<file path="src/rtl/prog_mem_pkg.sv">
// Shared definitions for the program-memory arbiter: FSM state encoding and
// default address/data widths of the program RAM.
package prog_mem_pkg;
  localparam int AW_DEF = 8;
  localparam int DW_DEF = 12;

  localparam logic [1:0] ST_ARB         = 2'd0;
  localparam logic [1:0] ST_LOCKED      = 2'd1;
  localparam logic [1:0] ST_RELOCK_WAIT = 2'd2;
endpackage

</file>
<file path="src/rtl/prog_mem_arbiter_rr_arb2.sv">
// Two-way round-robin picker; index 0 is instruction fetch, index 1 is host.
// Remembers the last winner and favours the other side on a tie.
module rr_arb2 (
  input  logic       clk,
  input  logic       rst,
  input  logic [1:0] req,
  input  logic       en,
  input  logic       park,
  output logic [1:0] gnt
);
  // last winner index; host-last out of reset so fetch wins the first tie
  logic last;

  always_comb begin
    gnt = 2'b00;
    if (en) begin
      if (req == 2'b11) gnt = last ? 2'b01 : 2'b10;
      else              gnt = req;
    end
  end

  always_ff @(posedge clk or posedge rst) begin
    if (rst)         last <= 1'b1;
    else if (park)   last <= 1'b1;
    else if (gnt[0]) last <= 1'b0;
    else if (gnt[1]) last <= 1'b1;
  end
endmodule

</file>
<file path="src/rtl/prog_mem_arbiter.sv">
// Shares a single-port synchronous program RAM between CPU fetch and a host
// loader port, with host lock, CPU stall and a lock-duration watchdog.
module prog_mem_arbiter
  import prog_mem_pkg::*;
#(
  parameter int AW       = AW_DEF,
  parameter int DW       = DW_DEF,
  parameter int LOCK_MAX = 256
) (
  input  logic          clk,
  input  logic          CLB,
  input  logic          f_req,
  input  logic [AW-1:0] f_addr,
  output logic          f_gnt,
  output logic          f_rvalid,
  output logic [DW-1:0] f_rdata,
  input  logic          h_req,
  input  logic          h_we,
  input  logic [AW-1:0] h_addr,
  input  logic [DW-1:0] h_wdata,
  input  logic          h_lock,
  output logic          h_gnt,
  output logic          h_rvalid,
  output logic [DW-1:0] h_rdata,
  output logic          cpu_hold,
  output logic          lock_to,
  output logic          mem_en,
  output logic          mem_we,
  output logic [AW-1:0] mem_addr,
  output logic [DW-1:0] mem_wdata,
  input  logic [DW-1:0] mem_rdata
);
  localparam int            CW       = (LOCK_MAX > 2) ? $clog2(LOCK_MAX) : 1;
  localparam logic [CW-1:0] CNT_LAST = CW'(LOCK_MAX - 1);

  logic [1:0]    state, state_nxt;
  logic [CW-1:0] lock_cnt;
  logic [1:0]    arb_gnt;
  logic          locked, arb_en, cnt_last, park;

  assign locked   = (state == ST_LOCKED);
  assign arb_en   = !CLB && !locked;
  assign cnt_last = locked && h_lock && (lock_cnt == CNT_LAST);
  // leaving LOCKED always hands the next tie to the stalled fetch side
  assign park     = locked && (!h_lock || cnt_last);

  rr_arb2 u_rr (
    .clk  (clk),
    .rst  (CLB),
    .req  ({h_req, f_req}),
    .en   (arb_en),
    .park (park),
    .gnt  (arb_gnt)
  );

  // p0: combinational grant and RAM command
  assign f_gnt     = arb_gnt[0];
  assign h_gnt     = locked ? h_req : arb_gnt[1];
  assign lock_to   = cnt_last;
  assign cpu_hold  = locked || (h_gnt && h_lock && (state != ST_RELOCK_WAIT));
  assign mem_en    = f_gnt || h_gnt;
  assign mem_we    = h_gnt && h_we;
  assign mem_addr  = h_gnt ? h_addr : (f_gnt ? f_addr : '0);
  assign mem_wdata = (h_gnt && h_we) ? h_wdata : '0;
  assign f_rdata   = mem_rdata;
  assign h_rdata   = mem_rdata;

  always_comb begin
    state_nxt = state;
    case (state)
      ST_ARB:         if (h_gnt && h_lock) state_nxt = ST_LOCKED;
      ST_LOCKED:      if (!h_lock)         state_nxt = ST_ARB;
                      else if (cnt_last)   state_nxt = ST_RELOCK_WAIT;
      ST_RELOCK_WAIT: if (!h_lock)         state_nxt = ST_ARB;
      default:                             state_nxt = ST_ARB;
    endcase
  end

  // p1: read-valid flags aligned with the RAM's one-cycle read latency
  always_ff @(posedge clk or posedge CLB) begin
    if (CLB) begin
      state    <= ST_ARB;
      lock_cnt <= '0;
      f_rvalid <= 1'b0;
      h_rvalid <= 1'b0;
    end else begin
      state    <= state_nxt;
      f_rvalid <= f_gnt;
      h_rvalid <= h_gnt && !h_we;
      lock_cnt <= locked ? lock_cnt + CW'(1) : '0;
    end
  end
endmodule

</file>
<file path="config.mk">
export PLATFORM = sky130hd
export DESIGN_NAME = prog_mem_arbiter
export DESIGN_NICKNAME = d
export VERILOG_FILES = /design/src/rtl/prog_mem_pkg.sv /design/src/rtl/prog_mem_arbiter_rr_arb2.sv /design/src/rtl/prog_mem_arbiter.sv
export SDC_FILE = /design/constraint.sdc
export NUM_CORES = 1
export LEC_CHECK = 0
export ABC_CLOCK_PERIOD_IN_PS = 1700
export CELL_PAD_IN_SITES_DETAIL_PLACEMENT = 0
export CELL_PAD_IN_SITES_GLOBAL_PLACEMENT = 2
export CORE_ASPECT_RATIO = 0.6
export CORE_UTILIZATION = 13
export CTS_CLUSTER_DIAMETER = 100
export CTS_CLUSTER_SIZE = 40
export DETAILED_ROUTE_END_ITERATION = 10
export GPL_TIMING_DRIVEN = 0
export PLACE_DENSITY_LB_ADDON = 0.1
export RECOVER_POWER = 100
export SLEW_MARGIN = 20
export SYNTH_ARGS = -nofsm -noshare
export SYNTH_HDL_FRONTEND = slang
export SYNTH_SLANG_ARGS = --single-unit
</file>
<file path="constraint.sdc">
create_clock -name clk -period 1.7 [get_ports clk]
set_input_delay 0.425 -clock clk [delete_from_list [all_inputs] [get_ports clk]]
set_output_delay 0.425 -clock clk [all_outputs]
set_load 0.005 [all_outputs]
</file>
-- Word-level counts from Yosys, hierarchy flattened
Index checks and enable logic that the tools add are counted.
- register bits after elaboration: 13
- bits of input ports: 46
- add/subtract/negate cells: 1
- eq/ne operators: 8
- muxes and demuxes: 16
- reductions and logical operators: 18
- operator list (operator ; count):
    2-to-1 mux 8 bit ; 3
    2-to-1 mux 2 bit ; 7
    2-to-1 mux 12 bit ; 1
    adder 8 x 1 -> 8 bit, second input constant ; 1
    == test 8 bit, second input constant ; 1
    logical AND 1 bit ; 8
    != test 2 bit, second input constant ; 3
    case mux 2 bit (3 select lines) ; 1
    == test 2 bit, second input constant ; 2
    zero test 1 bit ; 4
    2-to-1 mux 1 bit ; 4
    logical OR 1 bit ; 3
    != test 3 x 2 -> 1 bit, second input constant ; 1
    AND reduction 3 bit ; 1
    nonzero test 3 bit ; 1
    == test 2 x 1 -> 1 bit, second input constant ; 1
    zero test 2 bit ; 1

-- Logic depth before layout (Yosys ltp)
- depth in word-level cells: 8
- gate-level depth with buffers: 4
- mapped depth without buffers: 4

-- Cells and area by module
A second synthesis with hierarchy kept.
- cells, all modules: 132
- area, all modules: 1071.0 um^2
- by module, submodules not included (module ; instances ; cells each ; area each (um^2)):
    prog_mem_arbiter ; 1 ; 123 ; 1002.2
    rr_arb2 ; 1 ; 9 ; 68.8

-- Least setup slack after synthesis
OpenSTA, ideal clock, no wires.
- path kind: input -> output
- start: input CLB
- end: output mem_addr[0]
- arrival time: 1.296 ns
- required time: 1.275 ns
- slack: -0.021 ns
- stages on the path: 4
- buffers on the path: 1
- cells stage by stage: inv_1 o2111a_1 buf_2 a22o_2
- word-level cells in the longest chain between the ends: 5
- RTL lines (item ; line ; text):
    from (decl) ; prog_mem_arbiter.sv:11 ; input logic CLB,
    zero test 1 bit (no line) ; n/a ;
    logical AND 1 bit ; prog_mem_arbiter.sv:42 ; assign arb_en = !CLB && !locked;
    2-to-1 mux 2 bit ; prog_mem_arbiter_rr_arb2.sv:16 ; if (en) begin
    via f_gnt ; prog_mem_arbiter.sv:14 ; output logic f_gnt,
    2-to-1 mux 8 bit (2 in a row) ; prog_mem_arbiter.sv:63 ; assign mem_addr = h_gnt ? h_addr : (f_gnt ? f_addr : '0);
    to (decl) ; prog_mem_arbiter.sv:29 ; output logic [AW-1:0] mem_addr,
The timed path passes the listed nets, and every way through them passes these cells.

-- Final worst setup path
- start: register u_rr.last
- end: output mem_addr[3]
- word-level cells in the longest chain between the ends: 5
- RTL lines (item ; line ; text):
    from (decl) ; prog_mem_arbiter_rr_arb2.sv:12 ; logic last;
    from (signal assigned) ; prog_mem_arbiter_rr_arb2.sv:23 ; if (rst) last <= 1'b1;
    from (signal assigned) ; prog_mem_arbiter_rr_arb2.sv:24 ; else if (park) last <= 1'b1;
    from (signal assigned) ; prog_mem_arbiter_rr_arb2.sv:25 ; else if (gnt[0]) last <= 1'b0;
    2-to-1 mux 2 bit (*) (2 in a row) ; prog_mem_arbiter_rr_arb2.sv:17 ; if (req == 2'b11) gnt = last ? 2'b01 : 2'b10;
    2-to-1 mux 2 bit (*) ; prog_mem_arbiter_rr_arb2.sv:16 ;
    2-to-1 mux 8 bit / 2-to-1 mux 1 bit (equally long branches) ; prog_mem_arbiter.sv:63, prog_mem_arbiter.sv:58 ;
    2-to-1 mux 8 bit (*) ; prog_mem_arbiter.sv:63 ;
Mark *: on every way between the ends. The rest lies on a longest branch, timed or not.

==> impl_metrics.json <==
{
  "status": "finished with violations",
  "violations": "negative setup slack",
  "antenna_found_initial": 0,
  "cts_buffer_depth": 2,
  "hp-class": "register to register",
  "slew_headroom": 0.492,
  "synthFlopType": "dfrtp_1",
  "fin_nets": 273,
  "crit_path_max_fanout": 8,
  "drt_wl_total_um": 3800,
  "path_class": "register to output pin",
  "final-hold-violation-count": 0,
  "vias_per_cell": 3.71,
  "setup_viol": 26,
  "skew_ps": 0.798,
  "cp-end-kind": "output pin",
  "finalCriticalPeriod_ps": 1990,
  "dr_total_vias": 1222,
  "cp.depth": 5,
  "synthArstFlopShare": 1.00,
  "crit_chain": "nand2_2 -> a22o_4 -> buf_6 -> a22o_1 -> buf_2",
  "cts_tree": "built",
  "synth_edf_count": 0,
  "rsz0062_at_grt": "true",
  "clock_sinks": 13,
  "clock_latency_ps": 240,
  "syn_area_sq_um": 1010,
  "vdd_drop_max_mv": 0.238,
  "initialDrtViolationCount": 38,
  "avgRoutedWirePerCell_um": 11.6,
  "maxCapViolations": 0,
  "powerDensity_nw_per_um2": 565,
  "dieArea_sq_um": 8170,
  "cts_buffers": 3,
  "grt_max_degree": 14,
  "start_util": 0.137,
  "grt_pass1_wl_um": 5890,
  "worst_pin_slew_ps": 762,
  "die_h_um": 70.4,
  "ant_nets": 0,
  "yosysMostFrequentCell": "buf_4",
  "slew_viol_final": 0,
  "htreeDepth": 1,
  "cp_slowest_cell": "dfstp_2",
  "area_growth_syn_to_layout_pct": 130,
  "fp.dieW_um": 116,
  "top_level_ports": 98,
  "hold_depth": 2,
  "synth_seq_cells": 13,
  "drive_gt1_frac": 0.484,
  "worst_r2r_path_depth": 6,
  "synth_nets": 161,
  "worst-path-buf-inv": 2,
  "drc": 0,
  "track_usage": 0.0942,
  "synth_top_area_frac": 0.296,
  "synth_cells": 114,
  "power_leakage_nw": 1.03,
  "overflow": 0,
  "dp_slack_ps": -1240,
  "final_cells": 329,
  "crit_family": "flip-flops",
  "hpwl_um": 2890,
  "worst_ep_required_time_ps": 1270,
  "antennaDiodeCount": 0,
  "fmax_ghz": 0.501,
  "stdcell_area_sq_um": 2340,
  "firstDrtPassIters": 4,
  "finalCritPeriodShare": 1.17,
  "io_buffer_count": 85,
  "ys_top_cells_by_count": "buf_4 (24), and3_1 (12), dfrtp_1 (12), nor2_1 (6)",
  "dp.cells": 303,
  "syn_area_per_cell_sq_um": 8.90,
  "yosysWarnings": 0,
  "placed_area_sq_um": 2000,
  "finalPower_mw": 1.32,
  "gp_congestion": 0.668,
  "cts-root-buf": "clkbuf_16",
  "clkSlewWorstSetupHoldPaths_ps": 50,
  "synth.area.top_cells": "dfrtp_1 (30%), buf_4 (18%), and3_1 (7.4%)",
  "yosys.area.top_type": "dfrtp_1",
  "synth-seq-area-share": 0.322,
  "slowest_delay_ps": 530,
  "setup_ws_ps": -295,
  "grt_pass1_vias": 1303,
  "num_rows": 24,
  "startpoint_type": "register",
  "critPathArrivalTime_ps": 1570,
  "coreArea_sq_um": 7420,
  "synthDistinctLibCells": 34
}
[cell families (layout without fill, tap and decap cells)]
kind of cell             count (synthesis)  after routing  share of synthesized area
AO/OA/AOI/OAI                           21             21                      0.162
buffers and inverters                   32            143                      0.224
flip-flops                              13             13                      0.322
XOR/XNOR                                 3              3                     0.0259
AND/OR/NAND/NOR                         44             44                      0.254
adder cells (fa/ha/maj)                  1              1                     0.0123
[worst min-delay path, delay by kind of cell (launching register included)]
kind / cells / cell delay [ps]
simple gates: 1 / 30
buf+inv: 1 / 110
flops: 1 / 350
[cell usage in the layout, fill, tap and decap left out, types with 3 or more instances in the layout]
cell type,instances
a21oi_1,3
a22o_1,5
and3_4,12
buf_2,10
buf_4,37
buf_6,26
clkbuf_1,3
clkbuf_16,3
clkdlybuf4s50_1,31
dfrtp_1,9
dfrtp_2,3
dlygate4sd3_1,24
nand2_1,4
nand3_1,5
nor2_1,6
o21ai_0,5
or3_1,3
[where the power goes]
group / switching [mW] / leakage (nW) / internal [mW] / total (mW)
clock: 0.132 / 0.0409 / 0.313 / 0.445
sequential: 0.00878 / 0.171 / 0.332 / 0.341
combinational: 0.180 / 0.822 / 0.355 / 0.535
total: 0.321 / 1.03 / 1.00 / 1.32
[flip-flops by register name (all words and copies together), names as in the netlist]
signal	count
state	2
lock_cnt	8
h_rvalid	1
f_rvalid	1
u_rr.last	1
[cell type report]
type,instances,area [sq um]
Fill cell,767,5080
Timing Repair Buffer,108,1020
Multi-Input combinational cell,69,553
Sequential cell,13,330
Buffer,28,214
Tap cell,104,130
Clock buffer,3,75.1
Inverter,3,12.5
Clock inverter,1,5.00
[timing repair]
item / in CTS / in global routing
pin swaps: 24 / 4
setup endpoints to repair: 27 / 26
gates cloned: 2 / 0
hold buffers: 0 / 0
buffers inserted: 20 / 2
resized for setup: 156 / 8
[path summary, 6_finish.rpt]
kind | start | slack [ps] | endpoint
hold reg to reg | lock_cnt[0] | 530 | lock_cnt[0]
max in group asynchronous | CLB | 600 | state[0]
setup reg to reg | u_rr.last | 210 | h_rvalid
min in group asynchronous | CLB | 580 | h_rvalid
hold / removal | lock_cnt[0] | 530 | lock_cnt[0]
setup / recovery | u_rr.last | -290 | mem_addr[3]
[through the flow]
step / TNS (ps) / util / hold WS [ps]
finish: -5990 / 0.315 / 534
global route: -7310 / 0.315 / 559
CTS: -5840 / 0.313 / 357
detailed placement: -25710 / 0.270 / 457
global placement: -25680 / 0.270 / 451
floorplan: 0 / - / 237
[routing by layer]
| layer | vias to the layer above | track usage | routed length (um) |
|---|---|---|---|
| met5 | - | 0 | 0 |
| met4 | 0 | 0.0256 | 41 |
| met3 | 4 | 0.0226 | 242 |
| met2 | 53 | 0.169 | 1930 |
| met1 | 567 | 0.111 | 1580 |
| li1 | 598 | - | - |
(Power assumes the default switching activity.)
